===== config.mk =====
export PLATFORM = sky130hd
export DESIGN_NAME = golomb_best_tracker
export DESIGN_NICKNAME = d
export VERILOG_FILES = /design/src/rtl/golomb_best_tracker_pkg.sv /design/src/rtl/golomb_result_streamer.sv /design/src/rtl/golomb_best_tracker.sv
export SDC_FILE = /design/constraint.sdc
export NUM_CORES = 1
export LEC_CHECK = 0
export ABC_AREA = 0
export CAP_MARGIN = 20
export CORE_MARGIN = 3
export CORE_UTILIZATION = 49
export DETAILED_ROUTE_END_ITERATION = 16
export HOLD_SLACK_MARGIN = 0.1
export PLACE_DENSITY = 0.83
export SLEW_MARGIN = 25
export SYNTH_ARGS = -nofsm -noshare
export SYNTH_HDL_FRONTEND = slang
export SYNTH_SLANG_ARGS = --single-unit

===== constraint.sdc =====
create_clock -name clock -period 2.67 [get_ports clock]
set_input_delay 0.267 -clock clock [delete_from_list [all_inputs] [get_ports clock]]
set_output_delay 0.267 -clock clock [all_outputs]
set_load 0.02 [all_outputs]

===== src/rtl/golomb_best_tracker_pkg.sv =====
// Shared sizes, FSM encoding and the stored-ruler type for the Golomb best-ruler tracker.
package golomb_best_tracker_pkg;

    localparam int unsigned NUMPOS = 6;   // marks including mark 0; leaf is mark NUMPOS-1
    localparam int unsigned VW     = 8;   // mark value width
    localparam int unsigned NW     = 3;   // mark index width
    localparam int unsigned MAXLEN = 17;  // initial limit
    localparam int unsigned SOLW   = 32;  // solution counter width

    typedef enum logic [1:0] {
        GBT_SEARCH = 2'd0,
        GBT_DRAIN  = 2'd1,
        GBT_STREAM = 2'd2,
        GBT_DONE   = 2'd3
    } gbt_state_t;

    // Element i holds mark i; element NUMPOS-1 is the leaf (ruler length).
    typedef logic [NUMPOS-1:0][VW-1:0] mark_array_t;

endpackage


===== src/rtl/golomb_result_streamer.sv =====
// Streams the stored best ruler mark by mark over a valid/ready handshake.
module golomb_result_streamer
    import golomb_best_tracker_pkg::*;
(
    input  logic              clock,
    input  logic              reset,
    input  logic              start,
    input  mark_array_t       marks,
    input  logic              res_ready,
    output logic              res_valid,
    output logic [NW-1:0]     res_idx,
    output logic [VW-1:0]     res_data,
    output logic              last_xfer_c
);

    logic          xfer_c;
    logic [NW-1:0] idx_nxt_c;

    always_comb begin
        xfer_c      = res_valid & res_ready;
        last_xfer_c = xfer_c & (res_idx == NW'(NUMPOS - 1));
        idx_nxt_c   = res_idx + NW'(1);
    end

    // Index and data only move on an accepted beat, so both hold while ready is low.
    always_ff @(posedge clock or posedge reset) begin
        if (reset) begin
            res_valid <= 1'b0;
            res_idx   <= '0;
            res_data  <= '0;
        end else if (start) begin
            res_valid <= 1'b1;
            res_idx   <= '0;
            res_data  <= marks[0];
        end else if (last_xfer_c) begin
            res_valid <= 1'b0;
        end else if (xfer_c) begin
            res_idx   <= idx_nxt_c;
            res_data  <= marks[idx_nxt_c];
        end
    end

endmodule


===== src/rtl/golomb_best_tracker.sv =====
// Keeps the shortest accepted Golomb ruler, shrinks the counters' limit, and streams the result.
// Optional feature: define GOLOMB_SOLCOUNT_EN to add the saturating sol_count output.
module golomb_best_tracker
    import golomb_best_tracker_pkg::*;
(
    input  logic                 clock,
    input  logic                 reset,
    input  logic                 success,
    input  logic [VW-1:0]        leaf_val,
    input  logic [NUMPOS*VW-1:0] marks_in,
    input  logic [NW-1:0]        enabled,
    input  logic                 globalready,
    output logic [VW-1:0]        limit,
    output logic                 best_valid,
    output logic [VW-1:0]        best_len,
    output logic                 done,
`ifdef GOLOMB_SOLCOUNT_EN
    output logic [SOLW-1:0]      sol_count,
`endif
    output logic                 res_valid,
    input  logic                 res_ready,
    output logic [NW-1:0]        res_idx,
    output logic [VW-1:0]        res_data
);

    gbt_state_t  state;
    gbt_state_t  state_nxt;
    logic        success_d;
    mark_array_t stored;

    logic succ_edge_c;
    logic capture_c;
    logic exhausted_c;
    logic start_c;
    logic finish_c;
    logic last_xfer_c;

    // The leaf slot of marks_in is replaced by leaf_val.
    logic unused_leaf_slot;
    assign unused_leaf_slot = ^marks_in[VW-1:0];

    always_ff @(posedge clock or posedge reset) begin
        if (reset) state <= GBT_SEARCH;
        else       state <= state_nxt;
    end

    always_comb begin
        succ_edge_c = success & ~success_d & (state == GBT_SEARCH);
        capture_c   = succ_edge_c & (leaf_val != '0) & (leaf_val <= limit);
        exhausted_c = globalready & (enabled == '0);
        start_c     = (state == GBT_DRAIN) & best_valid;
        finish_c    = ((state == GBT_DRAIN) & ~best_valid) | last_xfer_c;
        state_nxt   = state;
        unique case (state)
            GBT_SEARCH: if (exhausted_c) state_nxt = GBT_DRAIN;
            GBT_DRAIN:  state_nxt = best_valid ? GBT_STREAM : GBT_DONE;
            GBT_STREAM: if (last_xfer_c) state_nxt = GBT_DONE;
            GBT_DONE:   state_nxt = GBT_DONE;
            default:    state_nxt = GBT_SEARCH;
        endcase
    end

    // Capture path: a new ruler tightens the limit so only strictly shorter ones follow.
    always_ff @(posedge clock or posedge reset) begin
        if (reset) begin
            success_d  <= 1'b0;
            limit      <= VW'(MAXLEN);
            best_valid <= 1'b0;
            best_len   <= '0;
            stored     <= '0;
            done       <= 1'b0;
        end else begin
            success_d <= success;
            if (capture_c) begin
                for (int unsigned i = 0; i < NUMPOS - 1; i++) begin
                    stored[i] <= marks_in[(NUMPOS - 1 - i) * VW +: VW];
                end
                stored[NUMPOS-1] <= leaf_val;
                best_len         <= leaf_val;
                best_valid       <= 1'b1;
                limit            <= leaf_val - VW'(1);
            end
            if (finish_c) done <= 1'b1;
        end
    end

`ifdef GOLOMB_SOLCOUNT_EN
    // Counts every success edge seen while searching, saturating at all-ones.
    always_ff @(posedge clock or posedge reset) begin
        if (reset)                                sol_count <= '0;
        else if (succ_edge_c && (sol_count != '1)) sol_count <= sol_count + SOLW'(1);
    end
`endif

    golomb_result_streamer u_streamer (
        .clock       (clock),
        .reset       (reset),
        .start       (start_c),
        .marks       (stored),
        .res_ready   (res_ready),
        .res_valid   (res_valid),
        .res_idx     (res_idx),
        .res_data    (res_data),
        .last_xfer_c (last_xfer_c)
    );

endmodule


==> run_results.csv <==
group,metric,value,unit
worst_setup_path,crit_fanout,32,
logic_synthesis,synth_seq_cells,73,
logic_synthesis,synth_edf_count,0,
finish,drive_above_1_share,0.225,
clocking,cts_setup_buffers,0,
logic_synthesis,synth_nets,362,
route,drtIter0Drc,94,
clocking,post_cts_resized,0,
worst_setup_path,crit_required,2900,ps
route,wirelength,7960,µm
finish,layout.nets,448,
route,num_vias,2504,
logic_synthesis,synth.cell_area,3750,µm²
outcome,status,"complete, no violations",
route,first_pass_iters,4,
die,ioPinCount,94,
logic_synthesis,synth_cell_types,39,
route,wl_per_cell,16.7,µm
grt,met1_usage,0.269,
timing,min_period_over_period,0.833,
grt,grtUsageMet2,0.313,
worst_setup_path,cp_cell_sequence,"clkdlybuf4s50_1 > inv_1 > ha_1 > and4_1 > nor2b_1 > o21ai_1 > nor2_4 > buf_12 > mux2_2",
grt,grt-ovfl-total,0,
grt,grt.busiest_layer,"met2",
worst_setup_path,critical_path.max_stage_delay,520,ps
clocking,clock_latency,350,ps
timing,setup_tns,0,ps
placed_design,port_buffers,85,
worst_setup_path,worst-path-buf-inv,3,
worst_setup_path,crit_family,"buffers and inverters",
route,drc,0,
die,initial_core_util,0.512,
route,final_antenna_net_count,0,
worst_setup_path,path_class,"in -> reg",
clocking,hold_buffers,0,
flow_run,cap_violations,0,
worst_setup_path,cp.arrival,2450,ps
finish,antenna_cells,0,
timing,hold_viol,0,
die,rows,31,
logic_synthesis,async_reset_ff_frac,1.00,
grt,grt_pass1_vias,2674,
grt,grt_use_met3,0.0274,
logic_synthesis,syn-instance-count,286,
timing,worst_slew_pin_slew,629,ps
clocking,cts_max_path_buffers,2,
power,powerDensity,1000,nW/µm²
timing,fin_worst_skew,8.16,ps
clocking,htree_levels,3,
logic_synthesis,synth_area_per_cell,13.1,µm²
logic_synthesis,seq_area_frac_synth,0.487,
clocking,clkTransAtPathRegs,80,ps
hold_path,min_path_type,"in -> async",
logic_synthesis,ys.flop_type,"dfrtp_1",
worst_setup_path,critPathCaptureType,"register",
placed_design,globalplace.congestion,0.799,
logic_synthesis,yosys_warnings,0,
route,vias_per_cell,5.26,
timing,setup_viol,0,
grt,grt_max_degree,33,
power,ir_worst_vdd,460,µV
worst_setup_path,slowest_stage,"clkdlybuf4s50_1",
die,core-area,7330,µm²
grt,antenna_found_initial,0,
power,power_leakage,0.00206,µW
placed_design,dp_hpwl,5950,µm
timing,relSlewSlack,0.580,
clocking,cts_tree,"yes",
finish,syn2layout_area_growth,28.5,%
die,die_h,93.5,µm
grt,grt_pass1_wl,13300,µm
timing,drv_slew,0,
timing,rsz0062_at_grt,"no",
finish,nFillCells,548,
worst_setup_path,crit_path_start_kind,"primary input",
timing,max_freq,450,MHz
clocking,cts_made_buffers,9,
die,die_w,93.5,µm
grt,track_usage,0.197,
clocking,cts_root_buffer,"clkbuf_8",
timing,min_period,2220,ps
clocking,clock-sinks,73,
die,die-area,8750,µm²
timing,fin_hold_ws,335,ps
-- synthesized netlist by cell type (2+ instances only) --
cell type | n | area share
dfrtp_1 | 71 | 0.47
mux2_4 | 30 | 0.12
mux2_2 | 16 | 0.048
nor2_1 | 16 | 0.016
mux2i_1 | 15 | 0.040
nand2_1 | 15 | 0.015
a21oi_1 | 13 | 0.017
inv_1 | 13 | 0.013
ha_1 | 12 | 0.040
buf_4 | 10 | 0.020
o21ai_0 | 10 | 0.013
o211ai_1 | 9 | 0.018
mux4_2 | 8 | 0.048
xnor2_1 | 6 | 0.014
buf_12 | 4 | 0.021
clkbuf_1 | 4 | 0.0040
mux2_1 | 3 | 0.0090
nand2b_1 | 3 | 0.0050
xor2_1 | 3 | 0.0070
a211oi_1 | 2 | 0.0040
buf_2 | 2 | 0.0027
dfstp_2 | 2 | 0.014
nor2b_1 | 2 | 0.0033
nor4_1 | 2 | 0.0033
-- per-stage QoR --
| step | setup WS [ps] | total power [µW] | util | cell area (µm²) | std cells |
|---|---|---|---|---|---|
| finish | 446 | 4830 | 0.658 | 4820 | 476 |
| global route | 334 | 5180 | 0.658 | 4820 | 476 |
| CTS | 442 | 4870 | 0.658 | 4820 | 476 |
| detailed placement | 101 | 4090 | 0.634 | 4650 | 460 |
| global placement | 149 | 4010 | 0.634 | 4650 | 460 |
| floorplan | 553 | 3320 | - | 3750 | 286 |
-- kinds of logic after synthesis --
logic type      after synthesis  synth area share
compound gates               39            0.0633
xor+xnor                      9            0.0210
fa+ha+maj                    12            0.0400
buf+inv                      34            0.0640
flops                        73             0.487
mux                          72             0.265
simple gates                 47            0.0593
-- cells in the final DEF (no fill, tap or decap), types with 3 or more instances in the layout --
cell,instances
clkdlybuf4s50_1,85
dfrtp_1,71
mux2_4,30
nor2_1,16
mux2_2,16
nand2_1,15
mux2i_1,15
a21oi_1,13
inv_1,12
ha_1,12
o21ai_0,10
clkbuf_8,10
o211ai_1,9
buf_4,9
mux4_2,8
xnor2_1,6
nand2b_1,3
mux2_1,3
xor2_1,3
-- worst reg2reg max path, cell delays in order, from the launching register on --
cell and delay (ps):
dfstp_2 540, inv_1 60, ha_1 270, nand4_1 120, nor2b_1 130, o21ai_1 130
nor2_4 170, buf_12 250, mux2_2 390
-- power breakdown --
group | internal (µW) | switching (µW) | leakage, µW
sequential | 1520 | 291 | 0.000861
clock | 363 | 406 | 0.0000826
combinational | 1230 | 1020 | 0.00112
total | 3120 | 1720 | 0.00206
-- worst paths after layout --
check / slack [ps] / cells after the start / from / to
max: 450 / 9 / leaf_val[0] / stored[31]
min: 330 / 2 / reset / stored[46]
max in group asynchronous: 1530 / 3 / reset / stored[17]
min reg2reg: 490 / 1 / stored[25] / stored[25]
min in group clock: 410 / 1 / success / success_d
max reg2reg: 500 / 8 / limit[4] / stored[31]
-- routing by layer --
layer | wire length (µm) | up-vias
met1 | 3600 | 1236
met5 | 0 | -
li1 | - | 1182
met4 | 199 | 0
met3 | 300 | 18
met2 | 3860 | 68
-- sequential cells by signal, summed over array words and instances, names as in the netlist --
| register | cells |
|---|---|
| state | 2 |
| u_streamer.res_data | 8 |
| done | 1 |
| stored | 48 |
| best_valid | 1 |
| success_d | 1 |
| u_streamer.res_valid | 1 |
| u_streamer.res_idx | 3 |
| limit | 8 |
-- area by class of cell --
cell class              count  area, µm²  area share
clock inverters             4       28.8     0.00597
inverters                  13       48.8      0.0101
clock buffers              12        145      0.0301
repair buffers             96        958       0.199
well taps                  99        124      0.0257
flip-flops and latches     73       1830       0.379
multi-input cells         179       1690       0.350
Power figures use the tool's default switching activity.
